### config.mk
export PLATFORM = sky130hd
export DESIGN_NAME = z16_dmem_responder
export DESIGN_NICKNAME = d
export VERILOG_FILES = /design/src/rtl/z16_dmem_responder.sv
export SDC_FILE = /design/constraint.sdc
export NUM_CORES = 2
export LEC_CHECK = 0
export BUFFER_PORTS_ARGS = -buffer_cell sky130_fd_sc_hd__buf_4
export CAP_MARGIN = 20
export CORE_MARGIN = 1.5
export CORE_UTILIZATION = 55
export CTS_BUF_LIST = sky130_fd_sc_hd__clkbuf_8
export DETAILED_ROUTE_END_ITERATION = 6
export PLACE_DENSITY = 0.78
export SYNTH_ARGS = -nofsm -noshare
export SYNTH_HDL_FRONTEND = slang
export SYNTH_SLANG_ARGS = --single-unit
export TNS_END_PERCENT = 20
### constraint.sdc
create_clock -name i_clk -period 5.2 [get_ports i_clk]
set_clock_uncertainty 0.1 [all_clocks]
set_input_delay 0.52 -clock i_clk [delete_from_list [all_inputs] [get_ports i_clk]]
set_output_delay 0.52 -clock i_clk [all_outputs]
set_load 0.03 [all_outputs]
### src/rtl/z16_dmem_responder.sv
// z16_dmem_responder: word-addressed data RAM answering req/ack transactions
// after WAIT_CYCLES wait states (IDLE -> WAIT -> RESP -> IDLE).
// Optional feature macro: Z16_DMEM_ERR_EN. When it is defined, misaligned or
// out-of-range accesses complete with o_err=1, no RAM write and zero read data.
module z16_dmem_responder #(
    parameter int unsigned DEPTH_WORDS = 256,
    parameter int unsigned WAIT_CYCLES = 2
) (
    input  logic        i_clk,
    input  logic        i_rst_n,
    input  logic        i_req,
    input  logic        i_wen,
    input  logic [15:0] i_addr,
    input  logic [15:0] i_wdata,
    output logic        o_ack,
    output logic [15:0] o_rdata,
    output logic        o_busy,
    output logic        o_err
);

    localparam int unsigned AW = $clog2(DEPTH_WORDS);
    localparam int unsigned CW = 4;
    localparam logic [CW-1:0] WAIT_LD = CW'(WAIT_CYCLES);

    typedef enum logic [1:0] {
        ST_IDLE = 2'd0,
        ST_WAIT = 2'd1,
        ST_RESP = 2'd2
    } state_t;

    state_t          state;
    logic [CW-1:0]   cnt;
    logic            wen_q;
    logic [15:0]     addr_q;
    logic [15:0]     wdata_q;
    logic [15:0]     mem [DEPTH_WORDS];

    logic            commit_c;
    logic            op_wen_c;
    logic [15:0]     op_addr_c;
    logic [15:0]     op_wdata_c;
    logic [AW-1:0]   op_idx_c;
    logic            op_err_c;
    logic            wr_en_c;

    // Operation committed at the edge entering RESP; zero-wait requests commit from the live inputs
    always_comb begin
        commit_c   = 1'b0;
        op_wen_c   = wen_q;
        op_addr_c  = addr_q;
        op_wdata_c = wdata_q;
        case (state)
            ST_IDLE: begin
                if (i_req && (WAIT_CYCLES == 0)) begin
                    commit_c   = 1'b1;
                    op_wen_c   = i_wen;
                    op_addr_c  = i_addr;
                    op_wdata_c = i_wdata;
                end
            end
            ST_WAIT: commit_c = (cnt == CW'(1));
            default: ;
        endcase
    end

    assign op_idx_c = op_addr_c[AW:1];

`ifdef Z16_DMEM_ERR_EN
    logic err_q;

    assign op_err_c = op_addr_c[0] | ({1'b0, op_addr_c} >= 17'(2 * DEPTH_WORDS));

    // Error flag captured at commit and presented only in the ack cycle
    always_ff @(posedge i_clk or negedge i_rst_n) begin
        if (!i_rst_n) begin
            err_q <= 1'b0;
            o_err <= 1'b0;
        end else begin
            if (commit_c) begin
                err_q <= op_err_c;
            end
            o_err <= (state == ST_RESP) && err_q;
        end
    end
`else
    logic unused_addr;

    assign op_err_c    = 1'b0;
    assign o_err       = 1'b0;
    assign unused_addr = ^op_addr_c;
`endif

    assign wr_en_c = commit_c & op_wen_c & ~op_err_c;

    // Data storage; contents survive reset
    always_ff @(posedge i_clk) begin
        if (wr_en_c) begin
            mem[op_idx_c] <= op_wdata_c;
        end
    end

    // Transaction sequencer with registered ack/busy/read data
    always_ff @(posedge i_clk or negedge i_rst_n) begin
        if (!i_rst_n) begin
            state   <= ST_IDLE;
            cnt     <= '0;
            wen_q   <= 1'b0;
            addr_q  <= '0;
            wdata_q <= '0;
            o_ack   <= 1'b0;
            o_busy  <= 1'b0;
            o_rdata <= 16'h0000;
        end else begin
            o_ack <= 1'b0;
            case (state)
                ST_IDLE: begin
                    if (i_req) begin
                        wen_q   <= i_wen;
                        addr_q  <= i_addr;
                        wdata_q <= i_wdata;
                        o_busy  <= 1'b1;
                        if (WAIT_CYCLES == 0) begin
                            state <= ST_RESP;
                            cnt   <= '0;
                        end else begin
                            state <= ST_WAIT;
                            cnt   <= WAIT_LD;
                        end
                    end
                end
                ST_WAIT: begin
                    if (cnt == CW'(1)) begin
                        state <= ST_RESP;
                        cnt   <= '0;
                    end else begin
                        cnt <= cnt - CW'(1);
                    end
                end
                ST_RESP: begin
                    state  <= ST_IDLE;
                    o_busy <= 1'b0;
                    o_ack  <= 1'b1;
                end
                default: begin
                    state  <= ST_IDLE;
                    o_busy <= 1'b0;
                end
            endcase

            if (commit_c) begin
                if (op_err_c) begin
                    o_rdata <= 16'h0000;
                end else if (!op_wen_c) begin
                    o_rdata <= mem[op_idx_c];
                end
            end
        end
    end

endmodule

# Word level (Yosys, flattened, before mapping)
# Memory sizes are Yosys's and may differ from the RTL's. A register that Yosys moved wholly into a read port is not among the register bits.
# Index checks and enable logic that the tools add are counted.
[word_totals]
in_bits = 36
register_bits = 34
mem_bits_rw = 4096
elab_cells = 37
n_memories = 1
output_inout_bits = 19
[memory_table]
columns = ["memory", "depth", "word_bits", "rd", "rd_ports_with_merged_regs", "write_ports", "line_no", "text"]
rows = [
  ["mem", 256, 16, 1, 1, 1, "36", "logic [15:0] mem [DEPTH_WORDS];"],
]
[classes]
eq_ne = 5
bitwise = 3
mux = 12
reduce_logical = 8
n_addsub = 1
[ops]
columns = ["op", "n"]
rows = [
  ["$reduce_and 2->1", 5],
  ["$mux 4", 2],
  ["$pmux 4 s2", 1],
  ["$mux 1", 5],
  ["$eq 4x1->1 const B", 1],
  ["$mux 2", 2],
  ["$ne 2x2->1 const B", 2],
  ["$pmux 2 s2", 1],
  ["$sub 4x1->4 const B", 1],
  ["$eq 2x1->1 const B", 1],
  ["$eq 2x2->1 const B", 1],
  ["$logic_not 2->1", 1],
  ["$not 1->1", 2],
  ["$pmux 1 s2", 1],
  ["$reduce_bool 2->1", 1],
  ["$and 1x1->1", 1],
  ["$logic_not 1->1", 1],
]

# Longest topological paths before layout
[depth]
word_depth = 5
ltp_mapped = 13

# Least setup slack after synthesis
# Ideal clock, no wire load.
[synth_path]
kind = "reg-to-reg"
start = "register wdata_q[0], in the netlist op_wdata_c[0]"
end = "memory mem[0][0], data pin"
setup_slack_ns = 1.116
arrival_time_ns = 3.181
period_less_slack_ns = 4.084
setup_ns = 0.803
t_required_ns = 4.297
path_stages_with_launch = 1
path_cell_list = "dfrtp_1"
[synth_lines]
columns = ["item", "line_no", "text"]
rows = [
  ["from (decl)", "35", "logic [15:0] wdata_q;"],
  ["from (signal assigned)", "120", "wdata_q <= i_wdata;"],
  ["to (decl)", "36", ""],
]
# Straight into the memory's write port.

==> results.md <==
* Number of enable flip-flop cells after synthesis at 4096
* Critical Path RT at 6010 ps
* IO buf count at 45
* DRT iter0 DRCs at roughly 12000
* Vias per cell at 6.66
* RSZ-0062 raised after global routing: no
* CP endpoint kind: register
* Switching Share at 33.4%
* Die H at 541 um
* Final Hold Viols at 0
* CTS sink count at 4145
* Slew @ Worst Pin at 1450 ps
* Sequential power share at 45.4%
* Mapped Cells at 7008
* Post-synthesis compound-gate area fraction at 2.29%
* Setup Crit Path Kind: register to register
* # resized after CTS at 0
* Fmax at about 220 MHz
* Clk Latency, worst-skew pair at 1080 ps
* Startpoint types: register
* Mux cell area share after synthesis at 16.1%
* Slew headroom at under 10%
* Routability Congestion at 0.915
* Nets@finish at 7861
* Status: finished with violations
* Io pins at 55
* Initial antenna violation count at 18
* Warnings from Yosys at 0
* Fin cells at 12100
* WL/cell at 33.3 um
* Setup TNS at 0 ps
* Power density over cell area at 544 nW/um^2
* Share of cells above drive strength 1 at 29.6%
* Int Power at 0.0645 W
* CTS tree: done
* Clock share of power at ~25%
* Worst hold path class: input port to register
* Comb power frac at between 20 and 30%
* HPWL Detailed at 240000 um
* Register bit total from synthesis at 4145
* Final WL at 403000 um
* Post-route DRC at 12
* Synth Area in Adders at less than 1%
* Post-Synth Simple-Gate Area at under 10%
* CTS root buffer: clkbuf_8
* Vias in the first global route at 80500
* Vias at between 80000 and 90000
* Pin count of the biggest net entering global routing at 209
* Finish-stage setup viols at 0
* CP max FO at 53
* Synth cell types at between 60 and 70
* Switching power at roughly 0.032 W
* Register area share after synthesis at approximately four fifths
* First-pass GRT wire length at 574000 um
* Area grow syn2layout at 12.0%
* Synth Flop Type: edfxtp_1
* Final ANT Viol Nets at 0
* Crit path DAT at ~5400 ps
* Number of nets produced by synthesis at 7046
* # rows at 197
* Static leakage at 56.3 nW
* Initial Util at 55.2%
* Share of synthesized registers carrying an async set or reset at 1.18%
* Gr usage total at 27.5%
* Final Max Tran Viols at 0
* Min Clock Period, post-route at 4570 ps
* Synth Area in XOR/XNOR at 0.00551%
* Die W at 541 um
* Violated checks: DRC
* Cell Area, Synth at 159000 um^2
* Total gr overflow at 0
* Post-route clock period utilization at 87.9%
* Drt pass-1 iters at 7
* Cts bufs inserted at 623
* Main combinational cell family by area after synthesis: multiplexers
* Die ar. at 292000 um^2
* Clock tree buffer depth at 4
* Maxcap violations at 0
* Clock-pin slew on the worst setup and hold paths at 60 ps
* Syn_area_per_cell at 22.7 um^2
* Core Region at 288000 um^2
* Dpl cells at between 10000 and 15000
* H-Tree Depth at 6
* Worst VDD drop at 0.602 mV
[registers in the layout, indices dropped and copies added (netlist names)]
| name | cells |
|---|---|
| mem | 4096 |
| o_rdata | 16 |
| op_wdata_c | 16 |
| addr_q | 8 |
| cnt | 4 |
| state | 2 |
| o_ack | 1 |
| o_busy | 1 |
| op_wen_c | 1 |
[synthesized netlist by cell type, drive strengths merged (11+ instances only)]
master  instances  area, um^2
a32oi          36         315
mux2i         203        2030
a21oi          42         210
clkbuf        113         424
mux4         1028       23200
a221oi         41         359
dfrtp          49        1230
o21ai          47         235
o22ai         123         769
mux2           40         450
nor4           15        93.8
nor2          321        1200
a22oi          66         495
nand3          68         340
a22o           11        96.3
o22a           20         175
nand4          14        87.6
nand2         143         539
buf           294        1950
nor2b          35         219
a311o          18         180
edfxtp       4096      123000
nor3           14        70.1
o221ai         16         140
a211oi         41         308
[power groups by stage]
stage          sequential [W]  clock [W]  combinational, W
6_report               0.0439     0.0242            0.0287
5_1_grt                0.0439     0.0258            0.0297
4_1_cts                0.0439     0.0244            0.0282
3_5_place_dp           0.0446          0            0.0281
3_3_place_gp           0.0445          0            0.0273
2_1_floorplan          0.0464          0            0.0159
[worst paths after layout]
check | start | end | slack (ps) | depth (start not counted)
setup / recovery | addr_q[2]$_DFFE_PN0P_ | o_rdata[14]$_DFFE_PN0P_ | 630 | 8
hold / removal | i_addr[4] | addr_q[4]$_DFFE_PN0P_ | 150 | 3
setup reg to reg | addr_q[2]$_DFFE_PN0P_ | o_rdata[14]$_DFFE_PN0P_ | 630 | 8
hold reg to reg | state[1]$_DFFE_PN0P_ | o_busy$_DFFE_PN0P_ | 420 | 1
max in group asynchronous | i_rst_n | op_wdata_c[12]$_DFFE_PN0P_ | 3880 | 4
min in group asynchronous | i_rst_n | o_rdata[6]$_DFFE_PN0P_ | 480 | 3
[cell type report]
class / instances / area [um^2]
inverters: 8 / 32.5
well taps: 3781 / 4730
repair buffers: 597 / 5300
diodes: 26 / 65.1
multi-input cells: 2448 / 32400
clock inverters: 462 / 2230
clock buffers: 644 / 8860
flip-flops and latches: 4145 / 124000
fillers: 18100 / 110000
[metrics by stage]
step	hold WS (ps)	power [W]	area, um^2	setup slack (ps)	utilization (%)
after floorplan	124	0.0623	159000	1120	-
after global placement	389	0.0718	166000	982	57.9
after detailed placement	410	0.0728	166000	855	57.9
after CTS	64.2	0.0965	178000	871	61.8
after global routing	110	0.0994	178000	577	61.8
final	148	0.0968	178000	627	61.9
[logic make-up (layout without fill, tap and decap cells)]
kind of cell    after synthesis  count (layout)
mux                        1271            1271
fa+ha+maj                     2               2
other cells                   1              27
simple gates                668             668
buf+inv                     415            1711
xor+xnor                      1               1
compound gates              505             505
flops                      4145            4145
[cell usage in the layout, fill, tap and decap left out, types with 16 or more instances in the layout]
master         Yosys  routed
mux2i_1          203     203
clkinv_1           1     165
mux4_2          1026    1026
nor2_2             0      20
a311o_1           18      18
dfrtp_4            0      21
nor2b_1           35      30
o22a_1            20      20
buf_12             2      57
edfxtp_1        4096    4096
dlygate4sd3_1      0      28
nand3_1           68      64
o22ai_1          123     123
nor2_1           321     300
o221ai_1          16      16
clkinv_2           0      53
clkbuf_8           0     644
a21oi_1           42      42
a32oi_1           36      36
inv_1              5     205
a221oi_1          41      41
buf_4             93     509
dfrtp_1           49      27
nand2_1          142     134
a22oi_1           66      66
a211oi_1          41      41
o21ai_0           46      46
mux2_2            40      40
diode_2            0      26
[worst max-delay path, stage by stage (launching register included)]
cell      delay (ps)
dfrtp_4         1030
buf_12           440
mux4_2           560
o22ai_1          350
nor4_1           220
a32oi_1          200
nand3_1          350
a211oi_1         840
o21ai_1          170
[metal layers]
metal | global-route usage [%] | vias to the layer above | wire [um]
li1 | - | 31600 | -
met1 | 37.1 | 41800 | 139000
met2 | 41.5 | 6134 | 187000
met3 | 7.99 | 1048 | 55100
met4 | 13.7 | 10 | 22100
met5 | 0 | - | 57
[timing repair]
action,CTS,global route
hold buffers,29,0
endpoints found under the hold margin,80,0
setup buffers,0,0
setup endpoints to repair,0,0
No activity file was read; power rests on OpenSTA's default activity.
